$ cat src/rtl/mem_bridge_pkg.sv
// -----------------------------------------------------------------------------
// mem_bridge_pkg
//   Shared types and constants for the byte-serial memory bridge that sits
//   between the multicycle RV32I memory port and an 8-bit physical memory.
//
//   Contents:
//     NUM_LANES       byte lanes per CPU word (4 for RV32I)
//     LANE_IDX_W      width of a lane index
//     bridge_state_t  bridge FSM states: IDLE, ACCESS, DONE
//     bridge_op_t     latched operation: BR_READ, BR_WRITE
//     lane_bit()      one-hot mask bit for a lane index
// -----------------------------------------------------------------------------
package mem_bridge_pkg;

    localparam int NUM_LANES  = 4;
    localparam int LANE_IDX_W = 2;

    typedef enum logic [1:0] {
        IDLE   = 2'd0,
        ACCESS = 2'd1,
        DONE   = 2'd2
    } bridge_state_t;

    typedef enum logic {
        BR_READ  = 1'b0,
        BR_WRITE = 1'b1
    } bridge_op_t;

    // One-hot bit for a lane, used to retire that lane from the remaining mask.
    function automatic logic [NUM_LANES-1:0] lane_bit(input logic [LANE_IDX_W-1:0] idx);
        return NUM_LANES'(1) << idx;
    endfunction

endpackage

$ cat src/rtl/byte_serial_mem_bridge_lowest_set_lane.sv
// -----------------------------------------------------------------------------
// lowest_set_lane
//   Combinational 4-to-2 priority encoder. Picks the lowest-numbered lane
//   still pending in the mask so beats are issued in ascending byte order.
//
//   Ports:
//     mask   in   NUM_LANES   lanes still to be transferred
//     idx    out  LANE_IDX_W  lowest set lane (0 when mask is empty)
//     valid  out  1           mask has at least one bit set
// -----------------------------------------------------------------------------
module lowest_set_lane
    import mem_bridge_pkg::*;
(
    input  logic [NUM_LANES-1:0]  mask,
    output logic [LANE_IDX_W-1:0] idx,
    output logic                  valid
);

    // Scan from the top down so the last hit, the lowest lane, wins.
    always_comb begin
        // NOTE: every output of a combinational block gets a default first so
        // no path through it can infer a latch.
        idx   = '0;
        valid = 1'b0;
        for (int i = NUM_LANES - 1; i >= 0; i--) begin
            if (mask[i]) begin
                idx   = LANE_IDX_W'(i);
                valid = 1'b1;
            end
        end
    end

endmodule

$ cat src/rtl/byte_serial_mem_bridge.sv
// -----------------------------------------------------------------------------
// byte_serial_mem_bridge
//   Takes one 32-bit word request at a time from the multicycle RV32I memory
//   port and replays it to an 8-bit physical memory as one byte beat per
//   enabled lane, lowest lane first. Read bytes are reassembled into a word
//   and the CPU sees a single-cycle mem_resp when the whole word is done.
//
//   Ports:
//     clk              in   1       clock
//     rst              in   1       synchronous active-high reset
//     mem_address      in   ADDR_W  CPU byte address, bits [1:0] ignored
//     mem_read         in   1       CPU read request, held until mem_resp
//     mem_write        in   1       CPU write request, held until mem_resp
//     mem_byte_enable  in   4       lanes to access
//     mem_wdata        in   32      lane-aligned store data
//     mem_rdata        out  32      assembled load data, held between reads
//     mem_resp         out  1       one-cycle completion pulse
//     pmem_address     out  ADDR_W  byte address of the current beat
//     pmem_read        out  1       physical read strobe
//     pmem_write       out  1       physical write strobe
//     pmem_wdata       out  8       byte of the current beat
//     pmem_rdata       in   8       returned byte, valid with pmem_resp
//     pmem_resp        in   1       current beat complete
// -----------------------------------------------------------------------------
module byte_serial_mem_bridge
    import mem_bridge_pkg::*;
#(
    parameter int ADDR_W    = 32,
    parameter int NUM_LANES = 4
) (
    input  logic                   clk,
    input  logic                   rst,

    input  logic [ADDR_W-1:0]      mem_address,
    input  logic                   mem_read,
    input  logic                   mem_write,
    input  logic [NUM_LANES-1:0]   mem_byte_enable,
    input  logic [8*NUM_LANES-1:0] mem_wdata,
    output logic [8*NUM_LANES-1:0] mem_rdata,
    output logic                   mem_resp,

    output logic [ADDR_W-1:0]      pmem_address,
    output logic                   pmem_read,
    output logic                   pmem_write,
    output logic [7:0]             pmem_wdata,
    input  logic [7:0]             pmem_rdata,
    input  logic                   pmem_resp
);

    // ------------------------------------------------------------------
    // Latched request and working state
    // ------------------------------------------------------------------
    bridge_state_t          state;
    bridge_state_t          state_next;

    logic [ADDR_W-3:0]      word_addr;
    logic [NUM_LANES-1:0]   mask;
    logic [8*NUM_LANES-1:0] wdata;
    bridge_op_t             op;
    logic [8*NUM_LANES-1:0] acc;

    logic                   req;
    bridge_op_t             req_op;
    logic [LANE_IDX_W-1:0]  lane_idx;
    logic                   lane_valid;
    logic [NUM_LANES-1:0]   mask_remaining;
    logic [8*NUM_LANES-1:0] acc_merged;

    // The request is word-aligned; the byte offset bits carry no meaning here.
    logic                   addr_offset_unused;
    assign addr_offset_unused = ^mem_address[1:0];

    // A simultaneous read and write is serviced as a write.
    assign req    = mem_read | mem_write;
    assign req_op = mem_write ? BR_WRITE : BR_READ;

    lowest_set_lane u_lowest_set_lane (
        .mask  (mask),
        .idx   (lane_idx),
        .valid (lane_valid)
    );

    // Mask after the current beat retires, and the accumulator with the
    // returned byte dropped into the current lane.
    assign mask_remaining = mask & ~lane_bit(lane_idx);

    always_comb begin
        acc_merged                         = acc;
        acc_merged[{lane_idx, 3'b000} +: 8] = pmem_rdata;
    end

    // ------------------------------------------------------------------
    // FSM state register
    // ------------------------------------------------------------------
    always_ff @(posedge clk) begin
        if (rst) begin
            state <= IDLE;
        end else begin
            state <= state_next;
        end
    end

    // ------------------------------------------------------------------
    // FSM next state and outputs. The physical strobes are decoded purely
    // from state and latched registers so they hold steady for the whole
    // beat, however long the memory takes to answer.
    // ------------------------------------------------------------------
    always_comb begin
        state_next   = state;
        mem_resp     = 1'b0;
        pmem_address = '0;
        pmem_read    = 1'b0;
        pmem_write   = 1'b0;
        pmem_wdata   = '0;

        unique case (state)
            IDLE: begin
                if (req) begin
                    state_next = (mem_byte_enable == '0) ? DONE : ACCESS;
                end
            end

            ACCESS: begin
                pmem_address = {word_addr, lane_idx};
                pmem_wdata   = wdata[{lane_idx, 3'b000} +: 8];
                pmem_read    = lane_valid && (op == BR_READ);
                pmem_write   = lane_valid && (op == BR_WRITE);
                // The next lane is presented on the very next cycle, so a
                // multi-lane access has no bubble between beats.
                if (pmem_resp && (mask_remaining == '0)) begin
                    state_next = DONE;
                end
            end

            DONE: begin
                // The CPU drops its strobe only after seeing mem_resp, so the
                // IDLE cycle that follows keeps the same request from being
                // accepted twice.
                mem_resp   = 1'b1;
                state_next = IDLE;
            end

            default: begin
                state_next = IDLE;
            end
        endcase
    end

    // ------------------------------------------------------------------
    // Request latch, lane mask, read accumulator and returned word
    // ------------------------------------------------------------------
    always_ff @(posedge clk) begin
        // NOTE: every holding register is reset, so a reset in the middle of
        // a beat leaves no stale lane mask, op or data to be replayed.
        if (rst) begin
            word_addr <= '0;
            mask      <= '0;
            wdata     <= '0;
            op        <= BR_READ;
            acc       <= '0;
            mem_rdata <= '0;
        end else begin
            // NOTE: non-blocking assignments throughout, so each register
            // sees the values from before this edge regardless of order.
            unique case (state)
                IDLE: begin
                    if (req) begin
                        word_addr <= mem_address[ADDR_W-1:2];
                        mask      <= mem_byte_enable;
                        wdata     <= mem_wdata;
                        op        <= req_op;
                        acc       <= '0;
                        // A read with no lanes completes straight away and
                        // returns an all-zero word.
                        if ((mem_byte_enable == '0) && (req_op == BR_READ)) begin
                            mem_rdata <= '0;
                        end
                    end
                end

                ACCESS: begin
                    if (pmem_resp) begin
                        mask <= mask_remaining;
                        if (op == BR_READ) begin
                            acc <= acc_merged;
                            // Publish the word on the way into DONE so it is
                            // already valid while mem_resp is high.
                            if (mask_remaining == '0) begin
                                mem_rdata <= acc_merged;
                            end
                        end
                    end
                end

                default: begin
                end
            endcase
        end
    end

endmodule

$ cat config.mk
export PLATFORM = sky130hd
export DESIGN_NAME = byte_serial_mem_bridge
export DESIGN_NICKNAME = d
export VERILOG_FILES = /design/src/rtl/mem_bridge_pkg.sv /design/src/rtl/byte_serial_mem_bridge_lowest_set_lane.sv /design/src/rtl/byte_serial_mem_bridge.sv
export SDC_FILE = /design/constraint.sdc
export NUM_CORES = 1
export LEC_CHECK = 0
export CAP_MARGIN = 0
export CORE_UTILIZATION = 49
export CTS_CLUSTER_SIZE = 10
export DETAILED_ROUTE_END_ITERATION = 10
export GPL_TIMING_DRIVEN = 0
export PLACE_DENSITY = 0.82
export SLEW_MARGIN = 40
export SYNTH_ARGS = -nofsm -noshare
export SYNTH_HDL_FRONTEND = slang
export SYNTH_SLANG_ARGS = --single-unit
$ cat constraint.sdc
create_clock -name clk -period 3.12 [get_ports clk]
set_input_delay 0.78 -clock clk [delete_from_list [all_inputs] [get_ports clk]]
set_output_delay 0.78 -clock clk [all_outputs]
set_load 0.005 [all_outputs]
==> reports/results.txt <==
status: finished, final reports clean
Fin Clk Skew: 5.61 ps
cts hold-fix bufs: 0
Static Leak: 0.00304 uW
CP cell instances: nand2b_4, a21oi_4, buf_12, buf_4, mux2_1, a222oi_1, nor2_1, clkdlybuf4s15_1
crit path launch type: flop
Async SR Flop Fraction: 0%
Die Wd: 113 um
worst hold path type: reg2reg
clock power share: 43.6%
worst slack, placed: -60.0 ps
PwrDens: 573 nW/um2
CTS clk-pin slew, worst paths: 60 ps
antenna cell count: 0
Buf/Inv on CP: 3
final worst slack: 33.4 ps
Multi-input gate area: 3080 um2
# DRC: 0
Synth Area in Adders: 0.620%
Core ar.: 12000 um2
Synth top area share: 44.0%
H-Tree Level Count: 4
Layout Cells excl Fill: 1134
CTS Buf Count: 17
P_int: 3530 uW
routed vias/inst: 5.36
complex-gate fraction of the synthesized area: 18.2%
yosys warns: 0
gpl congestion: 0.838
area leader, netlist: dfxtp_1
clock latency on the worst-skew pair: 430 ps
CP peak stage delay: 360 ps
Final period util: 98.9%
FMAX: 324 MHz
Die Area: 12800 um2
number of synthesized flops with an enable pin: 0
max-slew violation count: 0
Syn Area/Cell: 7.63 um2
sequential share of the synthesized area: 44.0%
register area: 2670 um2
Layout Nets: 1058
GRT Overall Usage: 27.3%
Ports: 156
Routed Antenna Nets: 0
xor-xnor portion of the synthesized cell area: 0%
Filler cells: 939
Required @ worst endpoint: 2340 ps
Setup CP Type: reg2out
Synthesized Nets: 878
initial core utilization: 50.4%
Synth area leaders: dfxtp_1 (44%), nand2_1 (17%), a21oi_1 (11%), a21oi_2 (3.5%), and2_1 (3.1%)
Synth Area in Simple Gates: 29.0%
largest family of logic cells by synthesized area: simple AND/OR/NAND/NOR gates
vias in the first global route: 5643
Cells after Synth: 794
drt wl/cell: 15.3 um
PortBufs: 152
share of layout cells above drive strength 1: 13.4%
Final setup viols: 0
Worst Tran Pin Value: 749 ps
Final Hold Fails: 0
Hold Slack: 449 ps
hpwl dp: 11900 um
clk root buf: clkbuf_16
net switching power: 1350 uW
CP max stage cell: dfxtp_4
CTS tree: yes
Setup crit end kind: output port
Rel. slew slack: 50.0%
Post-Syn Area: 6050 um2
clock sinks: 133
DR vias: 6081
drt pass-1 iters: 7
synthesis-to-layout area growth: 40.8%
register bit total from synthesis: 133
critical-path maximum fanout: 7
max-cap violations: 0
die height: 113 um
arrival time of the worst setup path: 2310 ps
combinational group share of total power: 18.8%
first-pass GRT wire length: 27600 um
largest net degree at the start of global routing: 20
Cells after DPL: 1093
Final Critical Period: 3090 ps
R2R Setup Slk: 390 ps
synth unique cells: 44
critical path's top delay family: buffers and inverters
multiplexer share of the synthesized area: 2.81%
# rows: 40
Util after Layout: 71.0%
Switching Fraction: 27.7%
GRT overflow: 0
maximum root-to-sink buffer count: 2
sequential fraction of design power: 37.6%
worst vdd rail ir drop: 0.324 mV
DR iter-0 viols: 568
Top FF cell, synth: dfxtp_1
initial antenna violation count: 0
WL final: 17300 um
-- Yosys cell counts (3+ instances only) --
cell type,n
a21oi_1,135
mux2i_1,8
nand2b_1,12
buf_2,20
buf_1,3
and2_1,30
nor2_1,18
a222oi_1,8
o21ai_0,5
mux2_2,7
dfxtp_1,133
nand2_1,281
nand3_1,8
nor3_1,3
inv_1,4
nand4_1,8
nor2b_1,5
a21oi_2,24
clkbuf_1,34
nand2_2,10
ha_1,3
nand3b_1,9
-- cells by family (layout without fill, tap and decap cells) --
group | after synthesis | count (layout)
AND/OR/NAND/NOR | 394 | 394
multiplexers | 16 | 16
flip-flops | 133 | 133
adder cells (fa/ha/maj) | 3 | 3
AO/OA/AOI/OAI | 181 | 181
buffers and inverters | 67 | 260
-- worst paths after layout --
kind | from | end | cells after the start
worst max-delay path | mask[2] | pmem_wdata[0] | 8
worst min-delay path | word_addr[27] | word_addr[27] | 2
worst max register to register | mask[1] | acc[4] | 13
worst min register to register | word_addr[27] | word_addr[27] | 2
-- power by group through the flow --
| stage | combinational (uW) | clock [uW] | sequential, uW |
|---|---|---|---|
| after floorplan | 534 | 0 | 1860 |
| after global placement | 850 | 0 | 1860 |
| after detailed placement | 859 | 0 | 1870 |
| after CTS | 892 | 2140 | 1830 |
| after global routing | 996 | 2230 | 1840 |
| final | 919 | 2130 | 1840 |
-- worst min-delay path, delay by kind of cell, from the launching register on --
kind | cells | cell delay, ps
simple gates | 1 | 50
flops | 1 | 300
compound gates | 1 | 50
-- layout by cell type, fill, tap and decap left out, types with 16 or more instances in the layout --
master	instances
a21oi_1	135
a21oi_2	23
and2_1	30
buf_2	16
clkbuf_1	29
clkbuf_16	17
clkdlybuf4s50_1	143
dfxtp_1	129
nand2_1	281
nor2_1	17
-- stage by stage --
step / power (uW) / TNS (ps) / cell area, um2
floorplan: 2390 / 0 / 6050
global placement: 2710 / -266 / 7760
detailed placement: 2730 / -221 / 7760
CTS: 4860 / -1.33 / 8480
global route: 5070 / -5.61 / 8520
finish: 4880 / 0 / 8520
-- area by class of cell --
| class | instances | share of cell area, % |
|---|---|---|
| Multi-Input combinational cell | 594 | 36.2 |
| Sequential cell | 133 | 31.4 |
| Timing Repair Buffer | 162 | 18.7 |
| Clock buffer | 17 | 4.99 |
| Buffer | 62 | 4.10 |
| Clock inverter | 15 | 2.39 |
| Tap cell | 147 | 2.16 |
| Inverter | 4 | 0.176 |
-- state kept, by name (all words and copies together), names as in the netlist --
register / flops
op: 1
wdata: 32
state: 2
mask: 4
acc: 32
mem_rdata: 32
word_addr: 30
-- repair_timing --
item                       in CTS  in global routing
gates resized for setup        27                 23
setup buffers                   5                  5
cloned                          0                  0
setup endpoints to repair      42                 37
pin swaps                       7                 11
-- routing by layer --
layer	vias up	track usage (%)	wire [um]
li1	2986	-	-
met1	2789	34.6	7420
met2	252	45.4	8330
met3	54	5.57	1120
met4	0	10.9	471
met5	-	0	0
Note: power is estimated with default switching activity, not from simulation.
